`config.mk`:
```
export PLATFORM = sky130hd
export DESIGN_NAME = lsu_ctrl
export DESIGN_NICKNAME = d
export VERILOG_FILES = /design/src/rtl/lsu_ctrl.sv
export SDC_FILE = /design/constraint.sdc
export NUM_CORES = 1
export LEC_CHECK = 0
export ABC_CLOCK_PERIOD_IN_PS = 2400
export CORE_MARGIN = 1.5
export CORE_UTILIZATION = 32
export CTS_BUF_LIST = sky130_fd_sc_hd__clkbuf_16
export DETAILED_ROUTE_END_ITERATION = 6
export PLACE_DENSITY_LB_ADDON = 0.08
export REMOVE_ABC_BUFFERS = 1
export SYNTH_ARGS = -nofsm -noshare
export SYNTH_HDL_FRONTEND = slang
export SYNTH_SLANG_ARGS = --single-unit
```
`constraint.sdc`:
```
create_clock -name clk -period 2.4 [get_ports clk]
set_clock_uncertainty 0.2 [all_clocks]
set_input_delay 0.36 -clock clk [delete_from_list [all_inputs] [get_ports clk]]
set_output_delay 0.36 -clock clk [all_outputs]
set_load 0.005 [all_outputs]
```
`src/rtl/lsu_ctrl.sv`:
```
// Load/store unit controller: RV32I address generation, fault checking, byte-lane
// steering and load extension between a request/response core port and a 1-cycle data memory.
module lsu_ctrl #(
  parameter int unsigned DMEM_WORDS = 32
) (
  input  logic        clk,
  input  logic        rst_n,
  input  logic        req_valid,
  output logic        req_ready,
  input  logic        req_store,
  input  logic [2:0]  req_funct3,
  input  logic [31:0] req_base,
  input  logic [31:0] req_offset,
  input  logic [31:0] req_wdata,
  output logic        rsp_valid,
  input  logic        rsp_ready,
  output logic [31:0] rsp_rdata,
  output logic [1:0]  rsp_fault,
  output logic [31:0] daddr,
  output logic [31:0] dwdata,
  output logic [3:0]  we,
  input  logic [31:0] drdata
);

  localparam logic [33:0] AddrLimit = 34'(DMEM_WORDS) << 2;

  localparam logic [1:0] FaultOk      = 2'b00;
  localparam logic [1:0] FaultMisalgn = 2'b01;
  localparam logic [1:0] FaultRange   = 2'b10;
  localparam logic [1:0] FaultIllegal = 2'b11;

  typedef enum logic [1:0] {StIdle, StAccess, StResp} state_e;

  state_e      state_q, state_d;
  logic [2:0]  funct3_q;
  logic        store_q;
  logic [31:0] daddr_q;
  logic [31:0] dwdata_q;
  logic [31:0] rsp_rdata_q;
  logic [1:0]  rsp_fault_q;

  logic [31:0] req_addr;
  logic        illegal, misaligned, out_of_range;
  logic [1:0]  fault;
  logic [31:0] wdata_rep;
  logic [3:0]  wmask;
  logic [31:0] lane;
  logic [31:0] load_val;

  assign req_addr = req_base + req_offset;

  // Request decode; only meaningful in the accept cycle.
  always_comb begin
    illegal      = 1'b0;
    misaligned   = 1'b0;
    out_of_range = 1'b0;
    fault        = FaultOk;
    wdata_rep    = req_wdata;
    if (req_store) begin
      illegal = (req_funct3 > 3'd2);
    end else begin
      illegal = !(req_funct3 inside {3'b000, 3'b001, 3'b010, 3'b100, 3'b101});
    end
    misaligned   = ((req_funct3[1:0] == 2'b01) && req_addr[0]) ||
                   ((req_funct3[1:0] == 2'b10) && (req_addr[1:0] != 2'b00));
    out_of_range = ({2'b00, req_addr} >= AddrLimit);
    if (illegal) begin
      fault = FaultIllegal;
    end else if (misaligned) begin
      fault = FaultMisalgn;
    end else if (out_of_range) begin
      fault = FaultRange;
    end
    case (req_funct3[1:0])
      2'b00:   wdata_rep = {4{req_wdata[7:0]}};
      2'b01:   wdata_rep = {2{req_wdata[15:0]}};
      default: wdata_rep = req_wdata;
    endcase
  end

  // Byte enables and load extension from the registered access.
  always_comb begin
    wmask    = 4'b1111;
    lane     = drdata >> {daddr_q[1:0], 3'b000};
    load_val = lane;
    case (funct3_q[1:0])
      2'b00:   wmask = 4'b0001 << daddr_q[1:0];
      2'b01:   wmask = daddr_q[1] ? 4'b1100 : 4'b0011;
      default: wmask = 4'b1111;
    endcase
    case (funct3_q)
      3'b000:  load_val = {{24{lane[7]}}, lane[7:0]};
      3'b100:  load_val = {24'h0, lane[7:0]};
      3'b001:  load_val = {{16{lane[15]}}, lane[15:0]};
      3'b101:  load_val = {16'h0, lane[15:0]};
      default: load_val = lane;
    endcase
  end

  always_comb begin
    state_d   = state_q;
    req_ready = 1'b0;
    rsp_valid = 1'b0;
    we        = 4'b0000;
    unique case (state_q)
      StIdle: begin
        req_ready = 1'b1;
        if (req_valid) begin
          state_d = (fault != FaultOk) ? StResp : StAccess;
        end
      end
      StAccess: begin
        if (store_q) begin
          we = wmask;
        end
        state_d = StResp;
      end
      StResp: begin
        rsp_valid = 1'b1;
        if (rsp_ready) begin
          state_d = StIdle;
        end
      end
      default: state_d = StIdle;
    endcase
  end

  always_ff @(posedge clk or negedge rst_n) begin
    if (!rst_n) begin
      state_q     <= StIdle;
      funct3_q    <= 3'b000;
      store_q     <= 1'b0;
      daddr_q     <= 32'h0;
      dwdata_q    <= 32'h0;
      rsp_rdata_q <= 32'h0;
      rsp_fault_q <= FaultOk;
    end else begin
      state_q <= state_d;
      if ((state_q == StIdle) && req_valid) begin
        funct3_q <= req_funct3;
        store_q  <= req_store;
        if (fault == FaultOk) begin
          // Memory-facing registers move only for requests that will really access memory.
          daddr_q <= req_addr;
          if (req_store) begin
            dwdata_q <= wdata_rep;
          end
        end else begin
          rsp_fault_q <= fault;
          rsp_rdata_q <= 32'h0;
        end
      end
      if (state_q == StAccess) begin
        rsp_fault_q <= FaultOk;
        rsp_rdata_q <= store_q ? 32'h0 : load_val;
      end
    end
  end

  assign daddr     = daddr_q;
  assign dwdata    = dwdata_q;
  assign rsp_rdata = rsp_rdata_q;
  assign rsp_fault = rsp_fault_q;

endmodule
```
==> impl_metrics.csv <==
group,metric,value,unit
global_route,met1_usage,0.256,
global_route,grt_max_degree,66,
sta,fmax,292,MHz
global_route,overflow,0,
sta,fin_ws,-1.02,ns
logic_synthesis,synth_edf_count,0,
layout,area_growth,83.6,%
sta,tightest_slew,0.584,ns
logic_synthesis,async_reset_ff_frac,1.00,
layout,num-fill-cells,1877,
layout,final_util,0.602,
worst_setup_path,critPathRequiredTime,2.47,ns
clocking,clkTransAtPathRegs,0.08,ns
power,p_total,5.37,mW
placement,placed_area,0.0111,mm²
sta,slew_viol_final,0,
worst_setup_path,crit_path_frequent_cell,"buf_4",
clocking,cts_made_buffers,9,
status,outcome,"finished, violations left",
layout,drive_above_1_share,0.395,
routing,route.vias.total,7593,
power,ir_drop,0.338,mV
logic_synthesis,synth-seq-cells,104,
logic_synthesis,avgSynthCellArea,9.66,µm²
layout,design_area,0.0132,mm²
floorplanning,start_util,0.328,
sta,rsz0062_at_grt,"true",
routing,ant_nets,0,
floorplanning,die_h,153,µm
routing,dr.pass1.iters,6,
hold_path,hold_class,"in2async",
sta,whs,0.195,ns
clocking,h-tree-depth,3,
global_route,antenna_found_initial,0,
routing,drtIter0Drc,337,
floorplanning,die_w,153,µm
placement,dp.cells,1392,
worst_setup_path,crit_slowest_cell,"or4_4",
sta,min_period_over_period,1.42,
run,cap_violations,0,
global_route,met3_usage,0.0261,
logic_synthesis,synth.distinct_cells,82,
layout,final_nets,1344,
placement,place_congestion,0.952,
global_route,groute.usage.overall,0.209,
placement,dpl.hpwl,19.1,mm
floorplanning,coreArea,0.0220,mm²
global_route,gr-max-usage-layer,"met2",
sta,max_slew_margin,0.609,
worst_setup_path,crit_chain,"dlygate4sd2_1 > ha_4 > a21o_1 > a311o_1 > a21oi_1 > buf_4 > o311a_1 > nand4_1 > or4_4 > nor4b_4 > buf_4 > a41o_4 > clkbuf_16 > o2bb2ai_2",
global_route,grt_pass1_wl,38.8,mm
sta,timing.final.crit_period,3.42,ns
floorplanning,die-area,0.0234,mm²
worst_setup_path,critical_path_class,"in2reg",
logic_synthesis,syn_inst,745,
routing,wl_per_cell,18.2,µm
floorplanning,rows,54,
logic_synthesis,synth_ff_type,"dfrtp_1",
worst_setup_path,crit_fanout,7,
clocking,clk_latency,0.36,ns
global_route,grt_use_met2,0.374,
layout,regArea,0.00260,mm²
worst_setup_path,cp_num_buf_inv,4,
placement,dp_slack,-1.94,ns
clocking,root_buffer,"clkbuf_16",
clocking,cts_num_sinks,104,
logic_synthesis,ys_warn_count,0,
routing,routed_via_density,5.19,
routing,drc,30,
clocking,cts_tree,"built",
logic_synthesis,synth_top_cell_area_share,0.362,
power,power_density,406,mW/mm²
placement,numPortBuffers,239,
worst_setup_path,start_kind,"primary input",
worst_setup_path,critPathArrivalTime,3.49,ns
global_route,grt_pass1_vias,7298,
status,violations,"design-rule violations, negative setup slack",
sta,hold_viol_final,0,
power,leakagePower,6.06,nW
floorplanning,pin_count,240,
worst_setup_path,critPathCaptureType,"register",
worst_setup_path,path_delay_family,"compound AO/OA/AOI/OAI gates",
sta,finalSetupTns,-94.71,ns
clocking,cts_max_path_buffers,2,
logic_synthesis,synth_area_leaders,"dfrtp_1, mux2_4, ha_1",
layout,final_cells,1462,
sta,finalSetupViolCount,100,
routing,wl,26.7,mm
logic_synthesis,seq_area_frac_synth,0.362,
worst_setup_path,cpPeakStageDelay,0.44,ns
logic_synthesis,netlist_area,0.00720,mm²
logic_synthesis,synth_top_area_cell,"dfrtp_1",
layout,multi_input_area,0.00551,mm²
cell usage after synthesis, types with 13 or more instances:
cell type / number
dfrtp_1: 104
nand2_1: 68
a21oi_1: 59
o21ai_0: 50
nor2_1: 42
mux2i_1: 36
ha_1: 31
nor2b_1: 31
mux2_4: 30
mux2_2: 23
clkbuf_1: 20
a32o_1: 14
o21a_1: 13
cell usage in the layout, fill, tap and decap left out, types with 8 or more instances in the layout:
cell               n
buf_6             25
inv_1             10
nand2_1           58
o21ai_0           38
o21a_1            11
dlymetal6s2s_1    42
nor2b_4           13
nand3_1           10
buf_4            187
a21oi_2           10
mux2_4            36
a21oi_1           43
a22o_1            10
nor2_1            41
nor2b_1           18
a32o_1            14
ha_4              31
o2bb2ai_2          8
dfrtp_1          104
mux2_2            21
clkbuf_16         16
clkbuf_2          17
mux2i_1           35
clkdlybuf4s50_1  172
nand4_1           12
registers in the layout (all words and copies together), names as in the netlist:
signal and cells:
daddr 32, dwdata 32, rsp_rdata 32, funct3_q 3
rsp_fault 2, state_q 2, store_q 1
final timing paths:
path / to / slack [ns] / cells after the start / start
setup / recovery: rsp_rdata[30]$_DFFE_PN0P_ / -1.02 / 14 / req_base[22]
hold / removal: rsp_rdata[4]$_DFFE_PN0P_ / 0.20 / 2 / rst_n
setup reg to reg: rsp_rdata[30]$_DFFE_PN0P_ / -0.15 / 8 / daddr[0]$_DFFE_PN0P_
hold reg to reg: daddr[31]$_DFFE_PN0P_ / 0.30 / 1 / daddr[31]$_DFFE_PN0P_
max in group asynchronous: state_q[0]$_DFFE_PN0P_ / 1.20 / 3 / rst_n
min in group clk: daddr[0]$_DFFE_PN0P_ / 0.28 / 4 / req_base[0]
cell type report:
cell class,instances,share of cell area
Clock buffer,9,0.0170
Antenna cell,1,0.000189
Timing Repair Buffer,464,0.333
Clock inverter,7,0.00653
Sequential cell,104,0.197
Tap cell,280,0.0265
Multi-Input combinational cell,586,0.417
Inverter,11,0.00313
worst register-to-register path: cells and delay by family, from the launching register on:
| kind | cells | cell delay, ns |
|---|---|---|
| buffers and inverters | 1 | 0.19 |
| DFF | 1 | 0.43 |
| and+or+nand+nor | 2 | 0.55 |
| AOI/OAI and AO/OA | 4 | 0.99 |
| muxes | 1 | 0.12 |
layer usage:
layer,up-vias,part of all wire
met4,0,0.024
met1,3681,0.43
li1,3675,-
met3,39,0.033
met2,198,0.51
met5,-,0
cells by family (layout without fill, tap and decap cells):
logic type,after synthesis,count (layout),share of synthesized area
AO/OA/AOI/OAI,236,236,0.226
XOR/XNOR,7,7,0.00852
adder cells (fa/ha/maj),32,32,0.0567
buffers and inverters,55,491,0.0363
flip-flops,104,104,0.362
multiplexers,93,93,0.155
other,0,1,0
AND/OR/NAND/NOR,218,218,0.156
repair_timing:
item	in CTS	in global routing
gates resized for setup	97	242
pin swaps	56	86
hold endpoints to repair	40	0
cloned	0	12
endpoints found under the setup margin	103	103
buffers inserted	9	32
hold buffers	1	0
report_power, final:
part,internal [mW],switching [mW]
sequential,1.78,0.0227
combinational,1.09,0.959
clock,0.751,0.768
(Power assumes the default switching activity.)
